--- src/rtl/move_issuer.sv ---
// Player-side move front end: debounces buttons, steers a column cursor and
// hands drops to the column-height counter through a one-cycle add strobe.
module move_issuer #(
  parameter int NUM_COLS        = 4,
  parameter int HW              = 3,
  parameter int MAX_HEIGHT      = 6,
  parameter int DEBOUNCE_CYCLES = 16,
  parameter int ACK_TIMEOUT     = 4
) (
  input  logic                         clk,
  input  logic                         reset,
  input  logic                         btn_left,
  input  logic                         btn_right,
  input  logic                         btn_drop,
  input  logic [NUM_COLS*HW-1:0]       count,
  output logic [NUM_COLS-1:0]          column,
  output logic                         add,
  output logic [$clog2(NUM_COLS)-1:0]  cursor,
  output logic                         player,
  output logic                         busy,
  output logic                         move_done,
  output logic                         full_err,
  output logic                         ack_err
);

  localparam int CW  = $clog2(NUM_COLS);
  localparam int DBW = $clog2(DEBOUNCE_CYCLES + 1);
  localparam int TW  = $clog2(ACK_TIMEOUT + 1);
  localparam logic [DBW-1:0] DB_LAST  = DBW'(DEBOUNCE_CYCLES - 1);
  localparam logic [TW-1:0]  T_LAST   = TW'(ACK_TIMEOUT - 1);
  localparam logic [HW-1:0]  MAX_H    = HW'(MAX_HEIGHT);
  localparam logic [CW-1:0]  LAST_COL = CW'(NUM_COLS - 1);

  typedef enum logic [2:0] {IDLE, CHECK, ISSUE, WAIT_ACK, REJECT} state_t;

  // bit 0 = left, bit 1 = right, bit 2 = drop
  logic [2:0]     raw, sync1, sync2, level, evt;
  logic [DBW-1:0] db_cnt [3];

  state_t         state;
  logic [HW-1:0]  h0;
  logic [HW-1:0]  slice;
  logic [TW-1:0]  timer;
  logic [CW-1:0]  cursor_nxt;

  assign raw   = {btn_drop, btn_right, btn_left};
  assign slice = count[HW*cursor +: HW];

  always_ff @(posedge clk or negedge reset) begin
    if (!reset) begin
      sync1 <= '0;
      sync2 <= '0;
    end else begin
      sync1 <= raw;
      sync2 <= sync1;
    end
  end

  // A level flips only after a full run of disagreeing samples; evt marks a rising flip.
  always_ff @(posedge clk or negedge reset) begin
    if (!reset) begin
      level <= '0;
      evt   <= '0;
      for (int i = 0; i < 3; i++) db_cnt[i] <= '0;
    end else begin
      for (int i = 0; i < 3; i++) begin
        evt[i] <= 1'b0;
        if (sync2[i] == level[i]) begin
          db_cnt[i] <= '0;
        end else if (db_cnt[i] == DB_LAST) begin
          db_cnt[i] <= '0;
          level[i]  <= sync2[i];
          evt[i]    <= sync2[i];
        end else begin
          db_cnt[i] <= db_cnt[i] + DBW'(1);
        end
      end
    end
  end

  always_comb begin
    cursor_nxt = cursor;
    if (state == IDLE && !evt[2] && (evt[0] ^ evt[1])) begin
      if (evt[0])
        cursor_nxt = (cursor == '0) ? LAST_COL : cursor - CW'(1);
      else
        cursor_nxt = (cursor == LAST_COL) ? '0 : cursor + CW'(1);
    end
  end

  always_ff @(posedge clk or negedge reset) begin
    if (!reset) begin
      state     <= IDLE;
      cursor    <= '0;
      column    <= ~NUM_COLS'(1);
      add       <= 1'b0;
      player    <= 1'b0;
      busy      <= 1'b0;
      move_done <= 1'b0;
      full_err  <= 1'b0;
      ack_err   <= 1'b0;
      h0        <= '0;
      timer     <= '0;
    end else begin
      add       <= 1'b0;
      move_done <= 1'b0;
      full_err  <= 1'b0;
      ack_err   <= 1'b0;
      cursor    <= cursor_nxt;
      column    <= ~(NUM_COLS'(1) << cursor_nxt);
      case (state)
        IDLE: begin
          if (evt[2]) begin
            state <= CHECK;
            busy  <= 1'b1;
          end
        end
        CHECK: begin
          h0 <= slice;
          if (slice >= MAX_H) begin
            state <= REJECT;
          end else begin
            state <= ISSUE;
            add   <= 1'b1;
          end
        end
        ISSUE: begin
          state <= WAIT_ACK;
          timer <= '0;
        end
        WAIT_ACK: begin
          if (slice == h0 + HW'(1)) begin
            move_done <= 1'b1;
            player    <= ~player;
            state     <= IDLE;
            busy      <= 1'b0;
          end else if (timer == T_LAST) begin
            ack_err <= 1'b1;
            state   <= IDLE;
            busy    <= 1'b0;
          end else begin
            timer <= timer + TW'(1);
          end
        end
        REJECT: begin
          full_err <= 1'b1;
          state    <= IDLE;
          busy     <= 1'b0;
        end
        default: begin
          state <= IDLE;
          busy  <= 1'b0;
        end
      endcase
    end
  end

endmodule

--- config.mk ---
export PLATFORM = sky130hd
export DESIGN_NAME = move_issuer
export DESIGN_NICKNAME = d
export VERILOG_FILES = /design/src/rtl/move_issuer.sv
export SDC_FILE = /design/constraint.sdc
export NUM_CORES = 1
export LEC_CHECK = 0
export ABC_AREA = 1
export CORE_UTILIZATION = 25
export DETAILED_ROUTE_END_ITERATION = 10
export PLACE_DENSITY_LB_ADDON = 0.1
export SKIP_LAST_GASP = 1
export SLEW_MARGIN = 20
export SYNTH_ARGS = -nofsm -noshare
export SYNTH_HDL_FRONTEND = slang
export SYNTH_SLANG_ARGS = --single-unit
--- constraint.sdc ---
create_clock -name clk -period 2 [get_ports clk]
set_input_delay 0.6 -clock clk [delete_from_list [all_inputs] [get_ports clk]]
set_output_delay 0.6 -clock clk [all_outputs]
set_load 0.02 [all_outputs]
==> flow_metrics.py <==
metrics = {
    "power": {
        "peakVddDrop_uv": 389,
        "pwr-share-comb_pct": 27.8,
        "power_density_nw_per_um2": 989,
        "p_sw_share_pct": 31.7,
        "p_int_mw": 1.76,
        "p_sw_uw": 819,
        "p_seq_share_pct": 45.8,
        "clkPwrFrac_pct": 26.4,
        "p_leak_nw": 1.28,
    },
    "drt": {
        "drc": 0,
        "routed_wl_um": 3580,
        "drt_iter0_drc": 70,
        "met2_length_um": 1680,
        "vias_per_cell": 4.03,
        "m1WireLength_um": 1750,
        "routed-wl-met3_um": 125,
        "drt_first_pass_iters": 4,
        "top_layer_used": "met4",
        "antenna_left": 0,
        "wire_per_inst_um": 9.98,
        "vias": 1447,
    },
    "critical_path": {
        "crit_fanout": 2,
        "cp.required_ns": 1.40,
        "arrival_ns": 1.30,
        "reg2reg_slack_ns": 0.44,
        "end_kind": "output port",
        "worst_r2r_path_depth": 13,
        "slowest_delay_ns": 0.62,
        "cp_cell_sequence": "clkdlybuf4s50_1",
        "path_buf_inv": 1,
        "worstReg2RegStart": "cursor[0]",
        "path_delay_family": "buffers and inverters",
        "path_class": "reg -> out",
        "start_kind": "flip-flop",
        "cp_slowest_cell": "clkdlybuf4s50_1",
        "timing.rr.end": "busy",
    },
    "sta": {
        "fmax_mhz": 526,
        "setup_violations": 0,
        "rsz0062_at_grt": "no",
        "slew_headroom_pct": 73.2,
        "finalCritPeriodShare_pct": 95.0,
        "worstMarginPinSlew_ns": 0.399,
        "whs_ns": 0.285,
        "final.min_clock_period_ns": 1.90,
        "clock_skew_ns": 0.0100,
        "slew_violations": 0,
        "hold_viol_final": 0,
    },
    "synth": {
        "synthTopCellsByArea": "dfrtp_1, nand2_1, nor2_1",
        "synthTopCellsByCount": "nand2_1, dfrtp_1, nor2_1",
        "synthMuxAreaShare_pct": 0,
        "syn_avg_cell_area_um2": 9.51,
        "synth_top_area_share_pct": 54.6,
        "synth_xor_area_share_pct": 4.61,
        "ys_warn_count": 0,
        "ys_ff_latch": 48,
        "syn_inst": 217,
        "synth_area_leader_cell": "dfrtp_1",
        "syn_nets": 240,
        "yosysSeqAreaShare_pct": 58.4,
        "synth-edff-count": 0,
        "yosys.area_share.simple_pct": 26.0,
        "synth_top_family_by_area": "simple AND/OR/NAND/NOR gates",
        "synth.distinct_cells": 24,
        "synthFlopType": "dfrtp_1",
        "yosysMostFrequentCell": "nand2_1",
        "ys_async_sr_fraction_pct": 100,
        "synth_compound_area_share_pct": 2.37,
        "synth_adder_area_share_pct": 3.64,
        "syn_area_um2": 2060,
    },
    "clock_tree": {
        "cts-root-buf": "clkbuf_8",
        "insertion_delay_ns": 0.29,
        "h-tree-depth": 2,
        "hold_buffers": 0,
        "cts_tree": "yes",
        "numCtsBuffers": 5,
        "clk_pin_slew_ns": 0.09,
        "cts_sinks": 48,
        "clock_path_buffers": 2,
    },
    "floorplanning": {
        "ios": 29,
        "fp.dieH_um": 92.8,
        "dieArea_um2": 8620,
        "rows": 32,
        "chipWidth_um": 92.8,
        "start_util_pct": 26.3,
        "core_area_um2": 7850,
    },
    "hold_path": {
        "hold_path_class": "in -> async",
    },
    "layout": {
        "stdcell_area_um2": 2610,
        "syn2layout_area_growth_pct": 26.6,
        "final_cell_count_no_fill": 359,
        "final_nets": 279,
        "drive_gt1_share_pct": 14.0,
        "antenna_cells": 0,
    },
    "global_routing": {
        "antenna_found_initial": 0,
        "grt_pass1_vias": 1371,
        "grt_usage_pct": 9.19,
        "grt_pass1_wl_um": 6200,
        "overflow": 0,
        "grt_max_degree": 49,
    },
    "placement": {
        "portBuffers": 28,
        "dp_cells": 351,
        "placed_area_um2": 2510,
        "dp_hpwl_um": 2640,
        "gp_congestion": 0.755,
    },
    "run": {
        "maxCapViolations": 0,
    },
    "status": {
        "status": "complete, no violations",
    },
}
==> worst max-delay path by stage <==
stage,slack (ns),startpoint,end,cells after the start
after global routing,0.04,player,player,1
after CTS,0.07,player,player,1
after detailed placement,-0.01,count[7],busy,12
final,0.1,player,player,1
after floorplan,0.51,cursor[0],busy,11
after global placement,0.007,count[7],busy,12
==> state kept, by name (all words and copies together), names as in the netlist <==
| name | count |
|---|---|
| db_cnt | 15 |
| column | 4 |
| evt | 3 |
| h0 | 3 |
| level | 3 |
| state | 3 |
| sync1 | 3 |
| sync2 | 3 |
| timer | 3 |
| cursor | 2 |
| ack_err | 1 |
| add | 1 |
| busy | 1 |
| full_err | 1 |
| move_done | 1 |
| player | 1 |
==> cell usage in the layout, fill, tap and decap left out <==
cell type,count
dfstp_2,3
clkdlybuf4s50_1,24
xnor2_1,4
o21ai_0,6
nand3b_1,1
ha_1,6
dlygate4sd2_1,3
clkinv_2,1
xor2_1,5
buf_2,1
inv_1,21
clkbuf_1,1
nor3_1,5
nand2_4,1
xor2_2,1
inv_4,1
dfrtp_1,45
nor2_1,27
buf_12,1
bufinv_16,1
or2_2,3
nand2_1,54
inv_2,5
nor2_4,1
nand3_4,1
o21ai_1,2
nand3_1,17
clkbuf_8,5
a21oi_2,1
nand3_2,3
nor2_2,2
nand2_2,2
buf_4,3
==> logic make-up (layout without fill, tap and decap cells) <==
kind of cell    Yosys count  after routing
fa+ha+maj                 6              6
simple gates            117            117
xor+xnor                 10             10
buf+inv                  27             67
compound gates            9              9
flops                    48             48
==> power by group through the flow <==
stage / clock, mW / combinational [mW] / sequential [mW]
floorplan: 0 / 0.494 / 1.21
global placement: 0 / 0.739 / 1.20
detailed placement: 0 / 0.731 / 1.20
CTS: 0.714 / 0.735 / 1.18
global route: 0.752 / 0.822 / 1.20
finish: 0.682 / 0.718 / 1.18
==> stage by stage <==
stage	total power [mW]	util (%)	setup TNS (ns)	setup WS [ns]
finish	2.58	33.3	0	0.0992
detailed placement	1.93	32.0	-0.0114	-0.0114
global placement	1.94	32.0	0	0.00699
floorplan	1.71	-	0	0.508
global route	2.78	33.3	0	0.0427
CTS	2.63	33.3	0	0.0718
==> repair_timing <==
item / in CTS / in global routing
gates resized for setup: 3 / 0
endpoints found under the setup margin: 3 / 0
setup buffers: 0 / 0
==> cell type report <==
class	instances	area, µm²
Sequential cell	48	1200
Timing Repair Buffer	32	314
Clock buffer	6	72.6
Inverter	27	104
Tap cell	102	128
Fill cell	837	5240
Clock inverter	2	35.0
Multi-Input combinational cell	142	754
==> metal layers <==
layer | up-vias | GRT usage [%]
li1 | 752 | -
met1 | 672 | 11.9
met2 | 21 | 14.8
met3 | 2 | 2.46
met4 | 0 | 3.08
met5 | - | 0
Power figures use the tool's default switching activity.
